File: config.mk
export PLATFORM = sky130hd
export DESIGN_NAME = ternary_serial_alu
export DESIGN_NICKNAME = d
export VERILOG_FILES = /design/src/rtl/ternary_pkg.sv /design/src/rtl/ternary_trit_op.sv /design/src/rtl/ternary_serial_alu.sv
export SDC_FILE = /design/constraint.sdc
export NUM_CORES = 1
export LEC_CHECK = 0
export CAP_MARGIN = 5
export CORE_ASPECT_RATIO = 0.75
export CORE_MARGIN = 5
export CORE_UTILIZATION = 55
export CTS_BUF_LIST = sky130_fd_sc_hd__clkbuf_8 sky130_fd_sc_hd__clkbuf_16
export DETAILED_ROUTE_END_ITERATION = 12
export GPL_ROUTABILITY_DRIVEN = 0
export PLACE_DENSITY = 0.84
export SLEW_MARGIN = 20
export SYNTH_ARGS = -nofsm -noshare
export SYNTH_HDL_FRONTEND = slang
export SYNTH_SLANG_ARGS = --single-unit
File: constraint.sdc
create_clock -name clk -period 4.3 [get_ports clk]
set_input_delay 0.43 -clock clk [delete_from_list [all_inputs] [get_ports clk]]
set_output_delay 0.43 -clock clk [all_outputs]
set_load 0.05 [all_outputs]
File: src/rtl/ternary_pkg.sv
// Shared trit encodings, op codes and controller states for the ternary serial ALU.
package ternary_pkg;

  // Trit codes as {bit1,bit0}
  localparam logic [1:0] T0   = 2'b00;
  localparam logic [1:0] T1   = 2'b01;
  localparam logic [1:0] T2   = 2'b10;
  localparam logic [1:0] TINV = 2'b11;

  // Operation select codes
  localparam logic [1:0] OP_MIN  = 2'b00;
  localparam logic [1:0] OP_MAX  = 2'b01;
  localparam logic [1:0] OP_CONS = 2'b10;
  localparam logic [1:0] OP_ANY  = 2'b11;

  typedef enum logic [1:0] {
    S_IDLE = 2'd0,
    S_RUN  = 2'd1,
    S_DONE = 2'd2
  } state_t;

  // Bit1-dominant interpretation: code 11 reads as 2
  function automatic logic [1:0] tern_norm(input logic [1:0] t);
    return t[1] ? T2 : t;
  endfunction

endpackage

File: src/rtl/ternary_trit_op.sv
// Single-trit combinational operator (min / max / consensus / any).
// TERNARY_INVALID_CHECK_EN: flag code 11 and force the result trit to 00;
// otherwise code 11 is read as 2 and the invalid flag stays low.
module ternary_trit_op
  import ternary_pkg::*;
(
  input  logic [1:0] i_a,
  input  logic [1:0] i_b,
  input  logic [1:0] i_op,
  output logic [1:0] o_res,
  output logic       o_inv
);

  logic [1:0] w_a;
  logic [1:0] w_b;
  logic [1:0] w_r;

  // Operand conditioning, op evaluation and invalid masking
  always_comb begin
`ifdef TERNARY_INVALID_CHECK_EN
    w_a   = i_a;
    w_b   = i_b;
    o_inv = (i_a == TINV) || (i_b == TINV);
`else
    w_a   = tern_norm(i_a);
    w_b   = tern_norm(i_b);
    o_inv = 1'b0;
`endif
    w_r = T1;
    case (i_op)
      OP_MIN:  w_r = (w_a < w_b) ? w_a : w_b;
      OP_MAX:  w_r = (w_a > w_b) ? w_a : w_b;
      OP_CONS: w_r = ((w_a == w_b) && (w_a != T1)) ? w_a : T1;
      OP_ANY: begin
        if (w_a == T1)       w_r = w_b;
        else if (w_b == T1)  w_r = w_a;
        else if (w_a == w_b) w_r = w_a;
        else                 w_r = T1;
      end
      default: w_r = T1;
    endcase
    o_res = o_inv ? T0 : w_r;
  end

endmodule

File: src/rtl/ternary_serial_alu.sv
// Trit-serial ternary ALU: accepts an operand pair in IDLE, evaluates one
// trit per cycle LSB first in RUN, presents the word in DONE until consumed.
// TERNARY_INVALID_CHECK_EN enables invalid-code detection (sticky out_err).
module ternary_serial_alu
  import ternary_pkg::*;
#(
  parameter int WIDTH = 8
) (
  input  logic               clk,
  input  logic               rst_n,
  input  logic               in_valid,
  output logic               in_ready,
  input  logic [1:0]         op,
  input  logic [2*WIDTH-1:0] a,
  input  logic [2*WIDTH-1:0] b,
  output logic               out_valid,
  input  logic               out_ready,
  output logic [2*WIDTH-1:0] out,
  output logic               out_err
);

  localparam int CW = $clog2(WIDTH);
  localparam logic [CW-1:0] LAST = CW'(WIDTH - 1);

  state_t             r_state;
  state_t             w_next;
  logic [CW-1:0]      r_cnt;
  logic [2*WIDTH-1:0] r_a;
  logic [2*WIDTH-1:0] r_b;
  logic [1:0]         r_op;
  logic [2*WIDTH-1:0] r_out;
  logic               r_err;
  logic [1:0]         w_a_trit;
  logic [1:0]         w_b_trit;
  logic [1:0]         w_res_trit;
  logic               w_inv;

  // State register
  always_ff @(posedge clk) begin
    if (!rst_n) r_state <= S_IDLE;
    else        r_state <= w_next;
  end

  // Next-state and handshake outputs
  always_comb begin
    w_next    = r_state;
    in_ready  = 1'b0;
    out_valid = 1'b0;
    case (r_state)
      S_IDLE: begin
        in_ready = 1'b1;
        if (in_valid) w_next = S_RUN;
      end
      S_RUN: begin
        if (r_cnt == LAST) w_next = S_DONE;
      end
      S_DONE: begin
        out_valid = 1'b1;
        if (out_ready) w_next = S_IDLE;
      end
      default: w_next = S_IDLE;
    endcase
  end

  // Select the operand trits addressed by the counter
  always_comb begin
    w_a_trit = '0;
    w_b_trit = '0;
    for (int unsigned i = 0; i < WIDTH; i++) begin
      if (r_cnt == CW'(i)) begin
        w_a_trit = r_a[2*i +: 2];
        w_b_trit = r_b[2*i +: 2];
      end
    end
  end

  ternary_trit_op u_trit_op (
    .i_a   (w_a_trit),
    .i_b   (w_b_trit),
    .i_op  (r_op),
    .o_res (w_res_trit),
    .o_inv (w_inv)
  );

  // Operand latch, trit counter, result accumulation and sticky error
  always_ff @(posedge clk) begin
    if (!rst_n) begin
      r_cnt <= '0;
      r_a   <= '0;
      r_b   <= '0;
      r_op  <= '0;
      r_out <= '0;
      r_err <= 1'b0;
    end else begin
      case (r_state)
        S_IDLE: begin
          if (in_valid) begin
            r_a   <= a;
            r_b   <= b;
            r_op  <= op;
            r_out <= '0;
            r_err <= 1'b0;
            r_cnt <= '0;
          end
        end
        S_RUN: begin
          for (int unsigned i = 0; i < WIDTH; i++) begin
            if (r_cnt == CW'(i)) r_out[2*i +: 2] <= w_res_trit;
          end
          r_err <= r_err | w_inv;
          // Saturate on the last trit so the counter never wraps
          if (r_cnt != LAST) r_cnt <= r_cnt + 1'b1;
        end
        default: ;
      endcase
    end
  end

  assign out     = r_out;
  assign out_err = r_err;

endmodule

# [Word level (Yosys, flattened, before mapping)]
# Cells that the tools add are included.
[word_totals] reg_bits=55 in_bits=38 out_inout_bits=19 elab_cells=104
[op_classes] n_addsub=1 magnitude_cmp=2 n_eq_ne=28 mux=44 reduce_logical=16
[ops] cell="$mux W2" n=35
[ops] cell="$pmux W16 S2" n=1
[ops] cell="$reduce_and A3 Y1" n=10
[ops] cell="$ne A2 B2 Y1 const B" n=11
[ops] cell="$mux W16" n=1
[ops] cell="$eq A3 B3 Y1 const B" n=4
[ops] cell="$eq A2 B1 Y1 const B" n=4
[ops] cell="$pmux W2 S4" n=1
[ops] cell="$eq A2 B2 Y1 const B" n=3
[ops] cell="$eq A3 B2 Y1 const B" n=2
[ops] cell="$mux W3" n=2
[ops] cell="$pmux W2 S3" n=1
[ops] cell="$pmux W3 S2" n=1
[ops] cell="$logic_not A2 Y1" n=2
[ops] cell="$add A3 B1 Y3 const B" n=1
[ops] cell="$eq A3 B1 Y1 const B" n=1
[ops] cell="$logic_not A3 Y1" n=1
[ops] cell="$ne A3 B3 Y1 const B" n=1
[ops] cell="$eq A2 B2 Y1" n=1
[ops] cell="$gt A2 B2 Y1" n=1
[ops] cell="$lt A2 B2 Y1" n=1
[ops] cell="$mux W1" n=2
[ops] cell="$ne A2 B1 Y1 const B" n=1
[ops] cell="$reduce_and A2 Y1" n=1
[ops] cell="2 further kinds" n=2

# [Logic depth before layout (Yosys ltp)]
[logic_depth] word_depth=17 ltp_mapped=16 depth_no_buf=14

# [Modules after synthesis]
# From an unflattened synthesis, not the netlist that was laid out.
[unflattened] hier_cells=356 hier_area_um2=2882.8
[modules_own_cells] module="ternary_serial_alu" instances=1 cells_per_inst=331 area_per_inst_um2=2702.6 seq_area_each_um2=1121.1
[modules_own_cells] module="ternary_trit_op" instances=1 cells_per_inst=25 area_per_inst_um2=180.2 seq_area_each_um2=0.0

# [Worst setup path before layout]
# No wires, ideal clock.
[synth_timing] path_type="reg-to-reg" start="reg r_cnt[0]" end="reg r_out[11] (netlist: out[11])" setup_time_ps=134 arrival_time_ps=2750 required_time_ps=4166 path_slack_ps=1416 path_stages_with_launch=14 n_path_buf=1 period_less_slack_ps=2884 cell_sequence="dfxtp_1 ha_1 ha_1 buf_2 or2_1 a221oi_1 o211a_1 o211ai_2 inv_1 ha_1 nor2b_1 o21bai_1 a311oi_4 o22ai_1"
[synth_between] elab_chain_len=17 elab_cells_between_ends=44 cone_classes="order compare (2); eq/ne (12); mux (27); reduce/logical (3)"
[synth_rtl] item="from (decl)" line="ternary_serial_alu.sv:27" source="logic [CW-1:0] r_cnt;"
[synth_rtl] item="from (signal assigned)" line="ternary_serial_alu.sv:112" source="if (r_cnt != LAST) r_cnt <= r_cnt + 1'b1;"
[synth_rtl] item="$logic_not A3 Y1" line="ternary_serial_alu.sv:70" source="if (r_cnt == CW'(i)) begin"
[synth_rtl] item="$mux W2 (8 in series)" line="ternary_serial_alu.sv:70"
[synth_rtl] item="$mux W2" line="ternary_pkg.sv:24" source="return t[1] ? T2 : t;"
[synth_rtl] item="$eq A2 B2 Y1" line="ternary_trit_op.sv:33, ternary_trit_op.sv:37"
[synth_rtl] item="$mux W2" line="ternary_trit_op.sv:37" source="else if (w_a == w_b) w_r = w_a;"
[synth_rtl] item="$mux W2" line="ternary_trit_op.sv:36" source="else if (w_b == T1) w_r = w_a;"
[synth_rtl] item="$mux W2" line="ternary_trit_op.sv:35" source="if (w_a == T1) w_r = w_b;"
[synth_rtl] item="$pmux W2 S4" line="ternary_trit_op.sv:30" source="case (i_op)"
[synth_rtl] item="$mux W2" line="ternary_serial_alu.sv:108" source="if (r_cnt == CW'(i)) r_out[2*i +: 2] <= w_res_trit;"
[synth_rtl] item="$pmux W16 S2" line="ternary_serial_alu.sv:95" source="case (r_state)"
[synth_rtl] item="to (signal, indexed assignment)" line="ternary_serial_alu.sv:108"
[synth_rtl] item="to (decl)" line="ternary_serial_alu.sv:31" source="logic [2*WIDTH-1:0] r_out;"
# Several ways; a longest one is shown, not always the timed one. The select of a mux whose other input is x is not followed.
# A chain may end at the register's enable or synchronous reset.

# [Final worst setup path]
[layout_timing] start="reg r_cnt[2]" end="reg r_out[6] (netlist: out[6])"
# The elaborated chain is that of the path after synthesis.

==> metrics <==
Num CTS Buffers 5; Final Cycle Share between 80% and 90%; placed cells ~460; critical path buffer and inverter count 2; area post-placement 3372 um^2; final hold slack 0.4623 ns; Critical Path End Type flip-flop; # IOs 57; mux cell area share after synthesis 0%; dpl ws a little over 0.8 ns; outcome finished, final reports clean; diodes inserted 0; Initial Util between 50% and 60%; Async S/R FF share, synth 0%; global-route wire length before repair between 10000 and 15000 um; HP Class reg2reg; gr busiest metal met2; nets@finish around 450; setup violators final 0; GR Layer Usage met1 a little under 30%; largest family of logic cells by synthesized area simple AND/OR/NAND/NOR gates; Max Freq about 0.28 GHz; power per cell area 329.0 nW/um^2; slowest stage delay, CP roughly 0.63 ns; Slew @ Worst Pin 0.6644 ns; drt drc 0; Worst EP required between 4 and 5 ns; met2 usage between 30% and 40%; Cell Rows 22; number of setup buffers added after CTS 0; WL final between 6000 and 7000 um; Worst slew margin between 50 and 60%; routed vias approximately 2.6k; critical path class reg2reg; crit path max fanout 16; post-cts resize count 0; RSZ-0062 raised after global routing no; wire length per cell between 10 and 15 um; number of synthesized register bits 55; M3 GR Usage approximately 4.2%; GRT Util Overall roughly a fifth; area grow syn2layout 23.12%; core region area 4955 um^2; final setup margin around 0.72 ns; Slew Viols, Final 0; EDFF count, synth 0; worst skew pair latency ~0.31 ns; Synth Warn # 0; DR iter-0 viols between 200 and 250; Syn Std Cell Area ~2800 um^2; Num Clock Sinks between 50 and 60; antenna viol nets, final 0; Leak 1.298 nW; fraction of the mapped netlist area in adder cells about 4.4%; critical path, cell by cell inv_2 > ha_1 > or2_1 > a221oi_1 > o211a_1 > o211ai_2 > inv_1 > ha_1 > nor2_1 > nor2_1 > nor3_1 > o41ai_2 > o211ai_2 > o21ai_1; Mapped Cells between 300 and 400; # port buffers 55; Setup TNS 0 ns; final hold vios 0; Clock transition at path regs about 0.10 ns; fin cells 466; initial antenna violation count 0; Die ar. about 6700 um^2; count of cell types in the netlist 45; Max-Cap Viols 0; fin area 3505 um^2; Post-Synth Simple-Gate Area between 20% and 30%; XOR/XNOR Fraction of Synth Area 0%; layout cell share with drive strength beyond 1 under 10%; CP top delay family compound AO/OA/AOI/OAI gates; htree depth 2; grt ovf 0; crit start category flip-flop; largest net degree at the start of global routing 65; post-DR vias/cell 5.682; Slowest-stage cell, CP dfxtp_1; CTS tree done; Die X about 93 um; syn avg cell area 7.735 um^2; total iterations of the first detailed-routing run 5; register area share after synthesis 38.68%; syn nets 416; CTS root buf clkbuf_8; CTS Buffer Depth 2; Tmin final ~3.6 ns; ys flop type dfxtp_1; Die Y-Extent ~72 um; Post-DP HPWL about 4800 um; Max Clock Skew about 0.0085 ns; maximum VDD drop between 0.2 and 0.25 mV; number of global-route vias before repair 2409; arrival time worst endpoint between 3 and 4 ns; post-synthesis compound-gate area fraction a little under a quarter; Post-CTS Hold Fix Bufs 0
-- logic make-up after synthesis --
| family | after synthesis |
|---|---|
| compound gates | 90 |
| other cells | 1 |
| fa+ha+maj | 10 |
| simple gates | 167 |
| buf+inv | 45 |
| flops | 55 |
-- synthesized netlist by cell type, drive strengths merged (2+ instances only) --
library cell	count	share of area, %
and3	6	1.3
clkbuf	20	2.6
nor2	16	2.1
a21boi	35	9.2
ha	10	4.4
nand2	92	12
and2	3	0.66
a2bb2oi	3	0.92
nand3b	4	1.1
nand3	21	3.7
buf	8	1.7
o221ai	2	0.62
o22ai	7	1.5
dfxtp	55	39
nor2b	10	2.2
a21oi	10	1.8
o211ai	2	0.88
a22o	2	0.62
nor3	3	0.53
nor4	3	0.66
a221oi	5	1.8
nand2b	4	0.88
o21ai	15	2.6
inv	17	2.2
-- per-stage QoR --
stage                     util [%]  total power [mW]
after floorplan                  -            0.6964
after global placement       68.06            0.7623
after detailed placement     68.06            0.7680
after CTS                    70.73             1.153
after global routing         70.73             1.198
final                        70.73             1.153
-- path summary, 6_finish.rpt --
check | end | slack [ns] | depth (start not counted) | startpoint
max reg2reg | out[6] | 0.72 | 14 | r_cnt[2]
max | out[6] | 0.72 | 14 | r_cnt[2]
min reg2reg | out[0] | 0.46 | 2 | out[0]
min | out[0] | 0.46 | 2 | out[0]
-- cell type report --
class	count	area, um^2
fill	403	1450
tap	60	75.07
multi-input combinational	268	1559
clock buffer	5	68.82
timing repair buffer	58	573.1
clock inverter	3	63.81
sequential	55	1101
inverter	17	63.81
-- tightest hold or removal path, delay by kind of cell (launching register included) --
| kind | cells | cell delay, ns |
|---|---|---|
| DFF | 1 | 0.32 |
| and+or+nand+nor | 1 | 0.05 |
| AOI/OAI and AO/OA | 1 | 0.05 |
-- cell usage in the layout (no fill, tap or decap), types with 4 or more instances in the layout --
| cell | n |
|---|---|
| nand2_1 | 92 |
| clkdlybuf4s50_1 | 55 |
| dfxtp_1 | 55 |
| a21boi_0 | 35 |
| nand3_1 | 21 |
| inv_1 | 17 |
| nor2_1 | 16 |
| o21ai_1 | 12 |
| a21oi_1 | 10 |
| nor2b_1 | 10 |
| ha_1 | 10 |
| o22ai_1 | 7 |
| and3_1 | 6 |
| clkbuf_8 | 5 |
| nand3b_1 | 4 |
| a221oi_1 | 4 |
| nand2b_1 | 4 |
-- per-layer routing --
metal / share of wire [%] / routed length, um
met4: 0.64 / 44
met5: 0 / 0
met3: 7.8 / 535
met2: 45 / 3070
met1: 47 / 3175
-- registers in the layout (all words and copies together) (netlist names) --
name / flops
out: 16
r_op: 2
r_a: 16
r_cnt: 3
r_state: 2
r_b: 16
-- power by group --
part,leakage (nW),switching [mW],internal (mW),total (mW)
logic,0.780,0.121,0.0893,0.211
clock network,0.0695,0.163,0.230,0.393
registers,0.449,0.0175,0.532,0.549
total,1.30,0.301,0.852,1.15
Note: power is estimated with default switching activity, not from simulation.
